==> src/rtl/vga_pixel_fetch.sv <==
// vga_pixel_fetch: turns 640x480 VGA timing counters into frame-buffer reads
// (320x240 RGB444, 2x upscale), expands the returned pixels to 8-bit channels
// and delays Hsync/Vsync/blank by PIPE = RD_LAT+2 cycles so that everything
// leaves the output register on the same edge.
// Optional feature: define TEST_PATTERN_EN to add an 8-bar colour pattern
// selected by pattern_sel; without it pattern_sel is ignored.
module vga_pixel_fetch #(
  parameter int FB_W   = 320,
  parameter int FB_H   = 240,
  parameter int RD_LAT = 2,
  parameter int AW     = 17
) (
  input  logic          CLK25,
  input  logic          Nreset,
  input  logic [9:0]    Hcnt_in,
  input  logic [9:0]    Vcnt_in,
  input  logic          activeArea_in,
  input  logic          Hsync_in,
  input  logic          Vsync_in,
  input  logic          pattern_sel,
  output logic          rd_en,
  output logic [AW-1:0] rd_addr,
  input  logic [11:0]   rd_data,
  output logic [7:0]    R,
  output logic [7:0]    G,
  output logic [7:0]    B,
  output logic          Hsync_out,
  output logic          Vsync_out,
  output logic          Nblank_out,
  output logic          frame_start
);

  localparam int PIPE = RD_LAT + 2;
  // Side-band stages between the stage-1 register and the output register.
  localparam int SB_D = PIPE - 1;
  localparam logic [AW-1:0] LAST_ADDR = AW'(FB_W * FB_H - 1);
  localparam logic [AW-1:0] FB_W_A    = AW'(FB_W);

  typedef struct packed {
    logic hs;
    logic vs;
    logic act;
    logic fs;
  } sb_t;

  localparam sb_t SB_IDLE = '{hs: 1'b1, vs: 1'b1, act: 1'b0, fs: 1'b0};

  // Line start address for frame-buffer row vhalf, built by shift-and-add of
  // the constant FB_W so no general multiplier is needed.
  function automatic logic [AW-1:0] row_offset(input logic [8:0] vhalf);
    logic [AW+9:0] acc;
    acc = '0;
    for (int i = 0; i < AW; i++) begin
      if (FB_W_A[i]) begin
        acc = acc + ({{(AW + 1){1'b0}}, vhalf} << i);
      end else begin
        acc = acc;
      end
    end
    return acc[AW-1:0];
  endfunction

  // Stage-1 address generation state
  logic [AW-1:0] row_base_d, row_base_q;
  logic [AW-1:0] col_d, col_q;
  logic [AW-1:0] rd_addr_d, rd_addr_q;
  logic          rd_en_d, rd_en_q;
  logic [AW-1:0] addr_s;
  logic [9:0]    vnext_s;
  logic          pat_on_s;

  // Side-band delay line (sync, blank, frame marker)
  sb_t sb_d [SB_D];
  sb_t sb_q [SB_D];
  sb_t sb_last_s;

  // Output register
  logic [7:0] r_d, r_q, g_d, g_q, b_d, b_q;
  logic       hsync_d, hsync_q, vsync_d, vsync_q, nblank_d, nblank_q, fs_d, fs_q;

`ifdef TEST_PATTERN_EN
  logic       pat_d [SB_D];
  logic       pat_q [SB_D];
  logic [2:0] bar_d [SB_D];
  logic [2:0] bar_q [SB_D];
  logic [2:0] bar_s;
  assign pat_on_s = pattern_sel;
`else
  logic unused_pattern_sel;
  assign unused_pattern_sel = pattern_sel;
  assign pat_on_s = 1'b0;
`endif

  // Stage 1: row/column counters and the registered read request
  always_comb begin
    vnext_s = (Vcnt_in >= 10'd524) ? 10'd0 : Vcnt_in + 10'd1;

    // The row base is re-derived from the counters at every line end so a
    // restarted timing generator misaddresses at most one line.
    if (Hcnt_in == 10'd799 && Vcnt_in == 10'd524) begin
      row_base_d = '0;
    end else if (Hcnt_in == 10'd799) begin
      row_base_d = row_offset(vnext_s[9:1]);
    end else if (Hcnt_in == 10'd639 && Vcnt_in[0] && Vcnt_in < 10'd480) begin
      row_base_d = row_base_q + FB_W_A;
    end else begin
      row_base_d = row_base_q;
    end

    if (Hcnt_in == 10'd799) begin
      col_d = '0;
    end else if (activeArea_in && Hcnt_in[0]) begin
      col_d = col_q + AW'(1);
    end else begin
      col_d = col_q;
    end

    addr_s    = row_base_q + col_q;
    rd_en_d   = activeArea_in && !pat_on_s && (addr_s <= LAST_ADDR);
    rd_addr_d = rd_en_d ? addr_s : rd_addr_q;
  end

  // Side-band shift: new entry from the timing inputs, older entries move on
  always_comb begin
    sb_d[0] = '{hs:  Hsync_in,
                vs:  Vsync_in,
                act: activeArea_in,
                fs:  activeArea_in && (Hcnt_in == 10'd0) && (Vcnt_in == 10'd0)};
    for (int k = 1; k < SB_D; k++) begin
      sb_d[k] = sb_q[k-1];
    end
  end

`ifdef TEST_PATTERN_EN
  // Bar colour {r,g,b} for the current column and its alignment delay line
  always_comb begin
    if (Hcnt_in < 10'd80) begin
      bar_s = 3'b111;
    end else if (Hcnt_in < 10'd160) begin
      bar_s = 3'b110;
    end else if (Hcnt_in < 10'd240) begin
      bar_s = 3'b011;
    end else if (Hcnt_in < 10'd320) begin
      bar_s = 3'b010;
    end else if (Hcnt_in < 10'd400) begin
      bar_s = 3'b101;
    end else if (Hcnt_in < 10'd480) begin
      bar_s = 3'b100;
    end else if (Hcnt_in < 10'd560) begin
      bar_s = 3'b001;
    end else begin
      bar_s = 3'b000;
    end
    pat_d[0] = pattern_sel;
    bar_d[0] = bar_s;
    for (int k = 1; k < SB_D; k++) begin
      pat_d[k] = pat_q[k-1];
      bar_d[k] = bar_q[k-1];
    end
  end

  // Pattern delay-line registers
  always_ff @(posedge CLK25 or negedge Nreset) begin
    if (!Nreset) begin
      for (int k = 0; k < SB_D; k++) begin
        pat_q[k] <= 1'b0;
        bar_q[k] <= 3'b000;
      end
    end else begin
      for (int k = 0; k < SB_D; k++) begin
        pat_q[k] <= pat_d[k];
        bar_q[k] <= bar_d[k];
      end
    end
  end
`endif

  // Output stage: expand captured RGB444 (or pattern) and blank outside active area
  always_comb begin
    sb_last_s = sb_q[SB_D-1];
    if (sb_last_s.act) begin
      r_d = {rd_data[11:8], rd_data[11:8]};
      g_d = {rd_data[7:4], rd_data[7:4]};
      b_d = {rd_data[3:0], rd_data[3:0]};
`ifdef TEST_PATTERN_EN
      if (pat_q[SB_D-1]) begin
        r_d = {8{bar_q[SB_D-1][2]}};
        g_d = {8{bar_q[SB_D-1][1]}};
        b_d = {8{bar_q[SB_D-1][0]}};
      end else begin
        r_d = r_d;
        g_d = g_d;
        b_d = b_d;
      end
`endif
    end else begin
      r_d = 8'h00;
      g_d = 8'h00;
      b_d = 8'h00;
    end
    hsync_d  = sb_last_s.hs;
    vsync_d  = sb_last_s.vs;
    nblank_d = sb_last_s.act;
    fs_d     = sb_last_s.fs;
  end

  // All pipeline registers; reset puts every stage in its inactive state
  always_ff @(posedge CLK25 or negedge Nreset) begin
    if (!Nreset) begin
      row_base_q <= '0;
      col_q      <= '0;
      rd_addr_q  <= '0;
      rd_en_q    <= 1'b0;
      for (int k = 0; k < SB_D; k++) begin
        sb_q[k] <= SB_IDLE;
      end
      r_q      <= 8'h00;
      g_q      <= 8'h00;
      b_q      <= 8'h00;
      hsync_q  <= 1'b1;
      vsync_q  <= 1'b1;
      nblank_q <= 1'b0;
      fs_q     <= 1'b0;
    end else begin
      row_base_q <= row_base_d;
      col_q      <= col_d;
      rd_addr_q  <= rd_addr_d;
      rd_en_q    <= rd_en_d;
      for (int k = 0; k < SB_D; k++) begin
        sb_q[k] <= sb_d[k];
      end
      r_q      <= r_d;
      g_q      <= g_d;
      b_q      <= b_d;
      hsync_q  <= hsync_d;
      vsync_q  <= vsync_d;
      nblank_q <= nblank_d;
      fs_q     <= fs_d;
    end
  end

  assign rd_en       = rd_en_q;
  assign rd_addr     = rd_addr_q;
  assign R           = r_q;
  assign G           = g_q;
  assign B           = b_q;
  assign Hsync_out   = hsync_q;
  assign Vsync_out   = vsync_q;
  assign Nblank_out  = nblank_q;
  assign frame_start = fs_q;

endmodule

==> config.mk <==
export PLATFORM = sky130hd
export DESIGN_NAME = vga_pixel_fetch
export DESIGN_NICKNAME = d
export VERILOG_FILES = /design/src/rtl/vga_pixel_fetch.sv
export SDC_FILE = /design/constraint.sdc
export NUM_CORES = 1
export LEC_CHECK = 0
export CAP_MARGIN = 20
export CORE_AREA = 2 2 112 114
export DETAILED_ROUTE_END_ITERATION = 8
export DIE_AREA = 0 0 114 116
export PLACE_DENSITY = 0.7
export RECOVER_POWER = 100
export SYNTH_ARGS = -nofsm -noshare
export SYNTH_HDL_FRONTEND = slang
export SYNTH_SLANG_ARGS = --single-unit
==> constraint.sdc <==
create_clock -name CLK25 -period 3.1 [get_ports CLK25]
set_clock_uncertainty 0.2 [all_clocks]
set_input_delay 0.62 -clock CLK25 [delete_from_list [all_inputs] [get_ports CLK25]]
set_output_delay 0.62 -clock CLK25 [all_outputs]
set_load 0.05 [all_outputs]
==> results of run 1 <==
-- layer usage --
layer	vias up	wire length, µm	track usage, %
met4	0	134	6.02
li1	1716	-	-
met5	-	0	0
met3	10	370	2.98
met2	77	5430	29.4
met1	1718	4340	18.5
-- timing repair --
| item | in CTS | in global routing |
|---|---|---|
| pin swaps | 16 | 17 |
| buffers inserted | 17 | 6 |
| setup endpoints to repair | 20 | 19 |
| cloned | 0 | 1 |
| gates resized for setup | 36 | 18 |
-- report_power, final --
group	total [mW]	switching, mW	internal, mW
registers	1.14	0.0803	1.06
clock network	1.04	0.408	0.628
logic	0.697	0.402	0.296
total	2.87	0.890	1.98
-- area by class of cell --
class	count	area (µm²)
Multi-Input combinational cell	297	2140
Tap cell	147	184
Sequential cell	74	1860
Fill cell	1036	5980
Timing Repair Buffer	156	1380
Clock inverter	7	77.6
Clock buffer	9	225
Inverter	15	56.3
-- cells in the mapped netlist (3+ instances only) --
master	count
dfrtp_1	66
buf_4	12
o21a_1	5
nor2_1	38
ha_1	22
nand2_1	29
a21boi_0	3
and4_1	3
xor2_1	17
and2_1	14
clkbuf_1	7
a211oi_1	3
dfstp_2	8
nor3_1	9
xnor2_1	18
nor2b_1	4
nand4_1	11
a31oi_1	4
a21o_1	4
and3_1	12
inv_1	15
o21ai_0	23
mux2i_1	3
mux2_4	8
mux2_2	4
a21oi_1	18
nand3_1	12
or3_1	4
-- flip-flops by register name (all words and copies together) (netlist names) --
| name | cells |
|---|---|
| Vsync_out | 1 |
| fs_d | 1 |
| B | 4 |
| G | 4 |
| vsync_d | 1 |
| Nblank_out | 1 |
| col_q | 17 |
| rd_addr | 17 |
| rd_en | 1 |
| hsync_d | 1 |
| sb_d | 8 |
| R | 4 |
| Hsync_out | 1 |
| row_base_q | 11 |
| frame_start | 1 |
| nblank_d | 1 |
-- cells by family after synthesis --
logic type,count (synthesis)
adders and majority gates,23
buffers and inverters,35
DFF,74
AOI/OAI and AO/OA,78
xor gates and xnor gates,35
and+or+nand+nor,146
muxes,15
-- worst max-delay path, cell delays in order --
cell and delay, ps:
buf_6 90, or4_4 550, a211oi_4 240, nor2b_4 120, nor2b_4 150, ha_4 160
inv_2 40, fa_2 340, nor2b_1 120, o21a_1 150, o21a_1 140, o31a_1 180
o21ai_2 70, xor2_1 130, o311ai_1 220
-- worst paths after layout --
path / start / endpoint / slack (ps) / cells after the start
worst max-delay path: Vcnt_in[4] / row_base_q[16]$_DFFE_PN0P_ / -170 / 15
worst min register to register: sb_d[1]$_DFF_PN0_ / nblank_d$_DFF_PN0_ / 150 / 0
worst max register to register: row_base_q[7]$_DFFE_PN0P_ / rd_addr[10]$_DFFE_PN0P_ / -60 / 9
worst min-delay path: sb_d[1]$_DFF_PN0_ / nblank_d$_DFF_PN0_ / 150 / 0
min in group asynchronous: Nreset / rd_en$_DFF_PN0_ / 520 / 1
max in group asynchronous: Nreset / col_q[16]$_DFFE_PN0P_ / 460 / 2
==> impl_metrics.py, run 1 <==
metrics = {
    "die": {
        "die-area_um2": 13200,
        "num_rows": 40,
        "initial_utilization_pct": 34.3,
        "io_pins": 84,
        "fp.dieH_um": 116,
        "die_width_um": 114,
        "core_um2": 11900,
    },
    "cts": {
        "cts_htree_levels": 3,
        "numCtsBuffers": 9,
        "root_buffer": "clkbuf_16",
        "clock_path_buffers": 2,
        "clk_transition_reported_paths_ps": 60,
        "cts_tree": "built",
        "cts.sinks": 74,
        "cts_hold_buffers": 0,
        "clkLatencyLatePin_ps": 330,
    },
    "finish": {
        "fin_util_pct": 49.8,
        "design_area_um2": 5930,
        "fin_cells": 705,
        "final_cell_mix": "buf_4, dfrtp_1, dlygate4sd3_1",
        "layout_commonest_cell": "buf_4",
        "num_antenna_cells": 0,
        "fin_nets": 614,
        "layout-drive-gt1-share_pct": 24.9,
        "syn_to_final_growth_pct": 45.1,
    },
    "timing": {
        "finalSetupViolations": 17,
        "fmax_ghz": 0.305,
        "setup_tns_ps": -984,
        "fin_ws_ps": -175,
        "finalCritPeriodShare_pct": 106,
        "hold_slack_ps": 146,
        "min_period_ps": 3270,
        "slew_violations": 34,
        "tightest_slew_ps": 1670,
        "hold_viol": 0,
        "rsz0062_at_grt": "true",
        "relSlewSlack_pct": -11.4,
    },
    "outcome": {
        "violations": "capacitance limit, slew limit, setup timing",
        "status": "complete, but fails checks",
    },
    "drt": {
        "drt_iter0_drc": 231,
        "drt-total-wl_um": 10300,
        "num_vias": 3521,
        "via_per_inst": 4.99,
        "ant_nets": 0,
        "drtPass1Iterations": 4,
        "drc": 0,
        "post_drt_wl_per_cell_um": 14.6,
    },
    "global_routing": {
        "grt_util_all_layers_pct": 16.0,
        "first_global_vias": 3605,
        "antenna_found_initial": 0,
        "grt_start_max_net_pins": 43,
        "grt_overflow": 0,
        "grt_pass1_wl_um": 16900,
    },
    "worst_setup_path": {
        "startpoint_type": "primary input",
        "cp.arrival_ps": 3300,
        "end_kind": "flip-flop",
        "path_class": "in2reg",
        "cp_max_fo": 5,
        "cp.required_ps": 3120,
    },
    "logic_synthesis": {
        "async_reset_ff_share_pct": 100,
        "synth.distinct_cells": 51,
        "synthTopCellsByArea": "dfrtp_1, ha_1, dfstp_2, xnor2_1, xor2_1",
        "synth_top_area_share_pct": 40.4,
        "synth_top_family_by_area": "simple AND/OR/NAND/NOR gates",
        "yosysWarnings": 0,
        "syn_avg_cell_area_um2": 10.1,
        "synth_ff_type": "dfrtp_1",
        "synth_edf_count": 0,
        "synth_fa_ha_area_share_pct": 7.22,
        "synth.largest_area_cell": "dfrtp_1",
        "yosys.area_share.simple_pct": 18.1,
        "ys_seq_elements": 74,
        "netlist_area_um2": 4090,
        "syn_nets": 467,
        "synth_seq_area_share_pct": 45.5,
        "synthMuxAreaShare_pct": 4.78,
        "synth_compound_area_share_pct": 12.1,
        "syn_inst": 406,
        "synth_xor_area_share_pct": 7.50,
    },
    "place": {
        "placed_cell_area_um2": 5400,
        "dp.cells": 668,
        "gp_congestion": 0.900,
        "pre_cts_ws_ps": -921,
        "port_buffers": 82,
        "hpwl_um": 7350,
    },
    "job": {
        "drv_cap": 1,
    },
    "power": {
        "peakVddDrop_v": 0.000310,
        "p_leak_nw": 2.77,
        "finalPower_mw": 2.87,
        "p_per_area_nw_per_um2": 485,
    },
    "hold_path": {
        "hold_path.class": "reg2reg",
    },
}
Note: power is estimated with default switching activity, not from simulation.
==> run 2: changes to the inputs <==
Settings changed: CORE_AREA 2 2 112 114 to 2 2 99 101, DIE_AREA 0 0 114 116 to 0 0 101 103, PLACE_DENSITY 0.7 to 0.84.
==> impl_metrics.py, run 2 (same netlist as run 1, synthesis figures left out) <==
metrics = {
    "place": {
        "gp_congestion": 0.855,
        "pre_cts_ws_ps": -919,
        "dp.cells": 634,
        "placed_cell_area_um2": 5350,
        "hpwl_um": 7110,
        "port_buffers": 82,
    },
    "die": {
        "core_um2": 9460,
        "fp.dieH_um": 103,
        "io_pins": 84,
        "die-area_um2": 10400,
        "die_width_um": 101,
        "num_rows": 36,
        "initial_utilization_pct": 43.2,
    },
    "power": {
        "p_leak_nw": 2.79,
        "peakVddDrop_v": 0.000248,
        "finalPower_mw": 2.69,
        "p_per_area_nw_per_um2": 459,
    },
    "cts": {
        "clkLatencyLatePin_ps": 360,
        "cts_hold_buffers": 0,
        "clk_transition_reported_paths_ps": 80,
        "root_buffer": "clkbuf_8",
        "cts_tree": "built",
        "numCtsBuffers": 9,
        "clock_path_buffers": 2,
        "cts_htree_levels": 3,
        "cts.sinks": 74,
    },
    "worst_setup_path": {
        "cp.required_ps": 3160,
        "startpoint_type": "primary input",
        "end_kind": "flip-flop",
        "cp.arrival_ps": 3380,
        "cp_max_fo": 5,
        "path_class": "in2reg",
    },
    "drt": {
        "ant_nets": 0,
        "post_drt_wl_per_cell_um": 15.7,
        "num_vias": 3721,
        "drc": 0,
        "drt-total-wl_um": 10600,
        "drtPass1Iterations": 5,
        "via_per_inst": 5.50,
        "drt_iter0_drc": 300,
    },
    "timing": {
        "fmax_ghz": 0.301,
        "finalSetupViolations": 17,
        "slew_violations": 75,
        "min_period_ps": 3320,
        "fin_ws_ps": -221,
        "rsz0062_at_grt": "true",
        "relSlewSlack_pct": -16.3,
        "finalCritPeriodShare_pct": 107,
        "tightest_slew_ps": 1740,
        "hold_viol": 0,
    },
    "finish": {
        "num_antenna_cells": 0,
        "layout_commonest_cell": "buf_4",
        "final_cell_mix": "buf_4, dfrtp_1, dlygate4sd3_1",
        "syn_to_final_growth_pct": 43.6,
        "layout-drive-gt1-share_pct": 26.9,
        "fin_util_pct": 62.0,
        "fin_cells": 676,
        "fin_nets": 618,
        "design_area_um2": 5870,
    },
    "job": {
        "drv_cap": 1,
    },
    "global_routing": {
        "grt_overflow": 0,
        "grt_pass1_wl_um": 16200,
        "grt_start_max_net_pins": 75,
        "antenna_found_initial": 0,
        "first_global_vias": 3639,
        "grt_util_all_layers_pct": 19.9,
    },
    "outcome": {
        "status": "complete, but fails checks",
        "violations": "capacitance limit, slew limit, setup timing",
    },
    "hold_path": {
        "hold_path.class": "reg2reg",
    },
}
[run 2: stage by stage]
| step | hold slack (ps) | TNS, ps |
|---|---|---|
| 6_report | 152 | -1360 |
| 5_1_grt | 163 | -2880 |
| 4_1_cts | 94.5 | -790 |
| 3_5_place_dp | 135 | -5550 |
| 3_3_place_gp | 133 | -4310 |
| 2_1_floorplan | 124 | -502 |
[run 2: area by class of cell]
cell class	instances	area, µm²
Fill cell	678	3590
Sequential cell	74	1860
Timing Repair Buffer	160	1400
Inverter	15	56.3
Clock inverter	7	100
Clock buffer	9	124
Multi-Input combinational cell	297	2180
Tap cell	114	143
[run 2: critical path: stages]
cell and delay (ps):
buf_6 90, or4_4 550, a211oi_4 240, nor2b_4 120, nor2b_2 160, ha_2 200
inv_2 40, fa_2 330, nor2b_1 130, o21a_1 150, o21a_1 140, o31a_1 160
o21ai_1 80, xor2_1 140, o311ai_1 230
[run 2: path summary, 6_finish.rpt]
kind                                                start                    endpoint  slack, ps  depth (start not counted)
max in group asynchronous                          Nreset              G[5]$_DFF_PN0_       1060                          2
worst min register to register          sb_d[1]$_DFF_PN0_          nblank_d$_DFF_PN0_        150                          0
worst min-delay path                    sb_d[1]$_DFF_PN0_          nblank_d$_DFF_PN0_        150                          0
min in group asynchronous                          Nreset              G[4]$_DFF_PN0_        610                          2
worst max register to register  row_base_q[7]$_DFFE_PN0P_     rd_addr[10]$_DFFE_PN0P_       -130                         10
worst max-delay path                           Vcnt_in[5]  row_base_q[16]$_DFFE_PN0P_       -220                         15
[run 2: timing repair]
item                                   4_1_cts  5_1_grt
setup endpoints to repair                   20       17
pin swaps                                   13       23
resized for setup                           36       28
buffers inserted                            18        9
cloned                                       1        0
endpoints found under the hold margin        0        0
[run 2: metal layers]
layer / vias to the layer above / part of all wire (%) / track usage (%)
li1: 1722 / - / -
met1: 1801 / 39 / 21.5
met2: 163 / 51 / 35.9
met3: 35 / 6.3 / 5.29
met4: 0 / 3.5 / 10.2
met5: - / 0 / 0
[run 2: power breakdown]
group	leakage, nW	total [mW]	switching, mW	internal, mW
Sequential	0.933	1.14	0.0827	1.06
Combinational	1.74	0.713	0.405	0.308
Clock	0.114	0.840	0.381	0.460
Total	2.79	2.69	0.868	1.83
==> run 3: changes to the inputs <==
Settings changed: CORE_AREA 2 2 99 101 to 3 3 100 102, DIE_AREA 0 0 101 103 to 0 0 103 105, SKIP_LAST_GASP set to 1.
==> impl_metrics.py, run 3 (same netlist as run 1, synthesis figures left out) <==
metrics = {
    "finish": {
        "syn_to_final_growth_pct": 43.0,
        "layout-drive-gt1-share_pct": 25.2,
        "fillerInstances": 659,
        "final_cell_mix": "buf_4, dfrtp_1, dlygate4sd3_1",
        "num_antenna_cells": 0,
        "layout_commonest_cell": "buf_4",
        "regArea_um2": 1860,
        "multi_input_area_um2": 2150,
        "fin_nets": 616,
        "design_area_um2": 5850,
    },
    "die": {
        "die_width_um": 103,
        "fp.dieH_um": 105,
        "initial_utilization_pct": 44.4,
        "die-area_um2": 10800,
        "core_um2": 9200,
        "num_rows": 35,
        "io_pins": 84,
    },
    "timing": {
        "hold_viol": 0,
        "finalSetupViolations": 18,
        "slew_violations": 0,
        "fin_ws_ps": -235,
        "fmax_ghz": 0.300,
        "rsz0062_at_grt": "true",
        "relSlewSlack_pct": 4.36,
        "finalCritPeriodShare_pct": 108,
        "min_period_ps": 3340,
        "tightest_slew_ps": 1430,
        "setup_tns_ps": -2070,
    },
    "worst_setup_path": {
        "end_kind": "flip-flop",
        "startpoint_type": "primary input",
        "slowest_delay_ps": 550,
        "crit_chain": "buf_6 > or4_4 > a211oi_4 > nor2b_4 > nor2b_4 > ha_4 > inv_2 > fa_2 > nor2b_1 > o21a_1 > o21a_1 > o31a_1 > o21ai_2 > xor2_1 > o311ai_1",
        "cp.arrival_ps": 3380,
        "worstSetupStartpoint": "Vcnt_in[6]",
        "cp_slowest_cell": "or4_4",
        "cp.required_ps": 3140,
        "path_class": "in2reg",
        "r2r-start": "row_base_q[7]$_DFFE_PN0P_",
        "r2r_setup_slack_ps": -200,
        "cp_max_fo": 5,
    },
    "power": {
        "p_per_area_nw_per_um2": 451,
        "netSwitchingPower_mw": 0.896,
        "seqPwrFrac_pct": 43.5,
        "power_frac_comb_pct": 26.5,
        "p_sw_share_pct": 34.0,
        "p_leak_nw": 2.78,
        "clockPowerShare_pct": 29.9,
        "peakVddDrop_v": 0.000282,
        "intPower_mw": 1.74,
    },
    "drt": {
        "via_per_inst": 5.50,
        "drt-total-wl_um": 10900,
        "drtPass1Iterations": 4,
        "post_drt_wl_per_cell_um": 16.3,
        "num_vias": 3688,
        "drc": 0,
        "ant_nets": 0,
        "drt_iter0_drc": 173,
    },
    "cts": {
        "clkLatencyLatePin_ps": 360,
        "numCtsBuffers": 9,
        "cts_hold_buffers": 0,
        "clk_transition_reported_paths_ps": 80,
        "cts_htree_levels": 3,
        "clock_path_buffers": 2,
        "root_buffer": "clkbuf_8",
        "cts.sinks": 74,
        "cts_tree": "built",
    },
    "place": {
        "placed_cell_area_um2": 5370,
        "port_buffers": 82,
        "hpwl_um": 7350,
        "gp_congestion": 0.841,
    },
    "outcome": {
        "status": "complete, but fails checks",
        "violations": "setup timing",
    },
    "global_routing": {
        "antenna_found_initial": 0,
        "grt_pass1_wl_um": 17300,
        "grt_start_max_net_pins": 49,
        "grt_overflow": 0,
        "grt_util_all_layers_pct": 20.0,
        "first_global_vias": 3836,
    },
    "hold_path": {
        "min-delay-start": "sb_d[5]$_DFF_PN0_",
        "hold_path.class": "reg2reg",
    },
    "job": {
        "drv_cap": 0,
    },
}
run 3: cell types whose count changed in the layout (fill, tap and decap cells not counted), moves of 3 or more:
cell,before,now
and2_0,3,9
buf_6,2,5
buf_4,74,68
clkbuf_2,6,3
dlymetal6s2s_1,1,5
mux2_2,0,4
and2_1,11,5
mux2_4,12,8
clkdlybuf4s50_1,12,18
dlygate4sd3_1,59,53
run 3: power by group through the flow:
stage	sequential (mW)	clock [mW]	combinational, mW
2_1_floorplan	1.31	0	0.233
5_1_grt	1.16	0.852	0.748
3_5_place_dp	1.16	0	0.673
3_3_place_gp	1.15	0	0.659
6_report	1.15	0.790	0.700
4_1_cts	1.14	0.809	0.709
run 3: worst paths after layout:
| kind | endpoint | cells after the start |
|---|---|---|
| setup / recovery | row_base_q[16]$_DFFE_PN0P_ | 15 |
| hold / removal | sb_d[1]$_DFF_PN0_ | 0 |
| setup reg to reg | rd_addr[1]$_DFFE_PN0P_ | 10 |
| hold reg to reg | sb_d[1]$_DFF_PN0_ | 0 |
| max in group asynchronous | rd_addr[8]$_DFFE_PN0P_ | 2 |
| min in group asynchronous | row_base_q[15]$_DFFE_PN0P_ | 1 |
run 3: cell type report:
type | count | area share, %
repair buffers | 158 | 24.5
multi-input cells | 297 | 36.7
clock inverters | 7 | 1.43
inverters | 15 | 0.963
flip-flops and latches | 74 | 31.8
well taps | 111 | 2.38
clock buffers | 9 | 2.12
run 3: layer usage:
metal  wire length, µm  global-route usage, %  up-vias
met5                 0                      0        -
met4               391                   9.81        0
met3               568                   4.01       35
met2              5730                   34.7      123
met1              4220                   22.7     1810
li1                  -                      -     1720
run 3: stage by stage:
| step | hold slack [ps] | power [mW] | worst slack (ps) | cells | utilization [%] |
|---|---|---|---|---|---|
| floorplan | 124 | 1.55 | -301 | 406 | - |
| global placement | 133 | 1.81 | -819 | 633 | 58.4 |
| detailed placement | 136 | 1.83 | -1020 | 633 | 58.4 |
| CTS | 87.6 | 2.66 | -352 | 666 | 62.8 |
| global route | 164 | 2.76 | -351 | 671 | 63.6 |
| finish | 154 | 2.64 | -235 | 671 | 63.6 |
run 3: repair_timing:
action | CTS | global route
pin swaps | 14 | 19
setup buffers | 16 | 6
endpoints found under the hold margin | 0 | 0
gates resized for setup | 26 | 25
setup endpoints to repair | 20 | 13
cloned | 1 | 0
run 3: critical path, delay by kind of cell:
| kind | cells | cell delay [ps] |
|---|---|---|
| buffers and inverters | 2 | 130 |
| AOI/OAI and AO/OA | 6 | 1040 |
| adders and majority gates | 2 | 490 |
| xor gates and xnor gates | 1 | 150 |
| and+or+nand+nor | 4 | 950 |
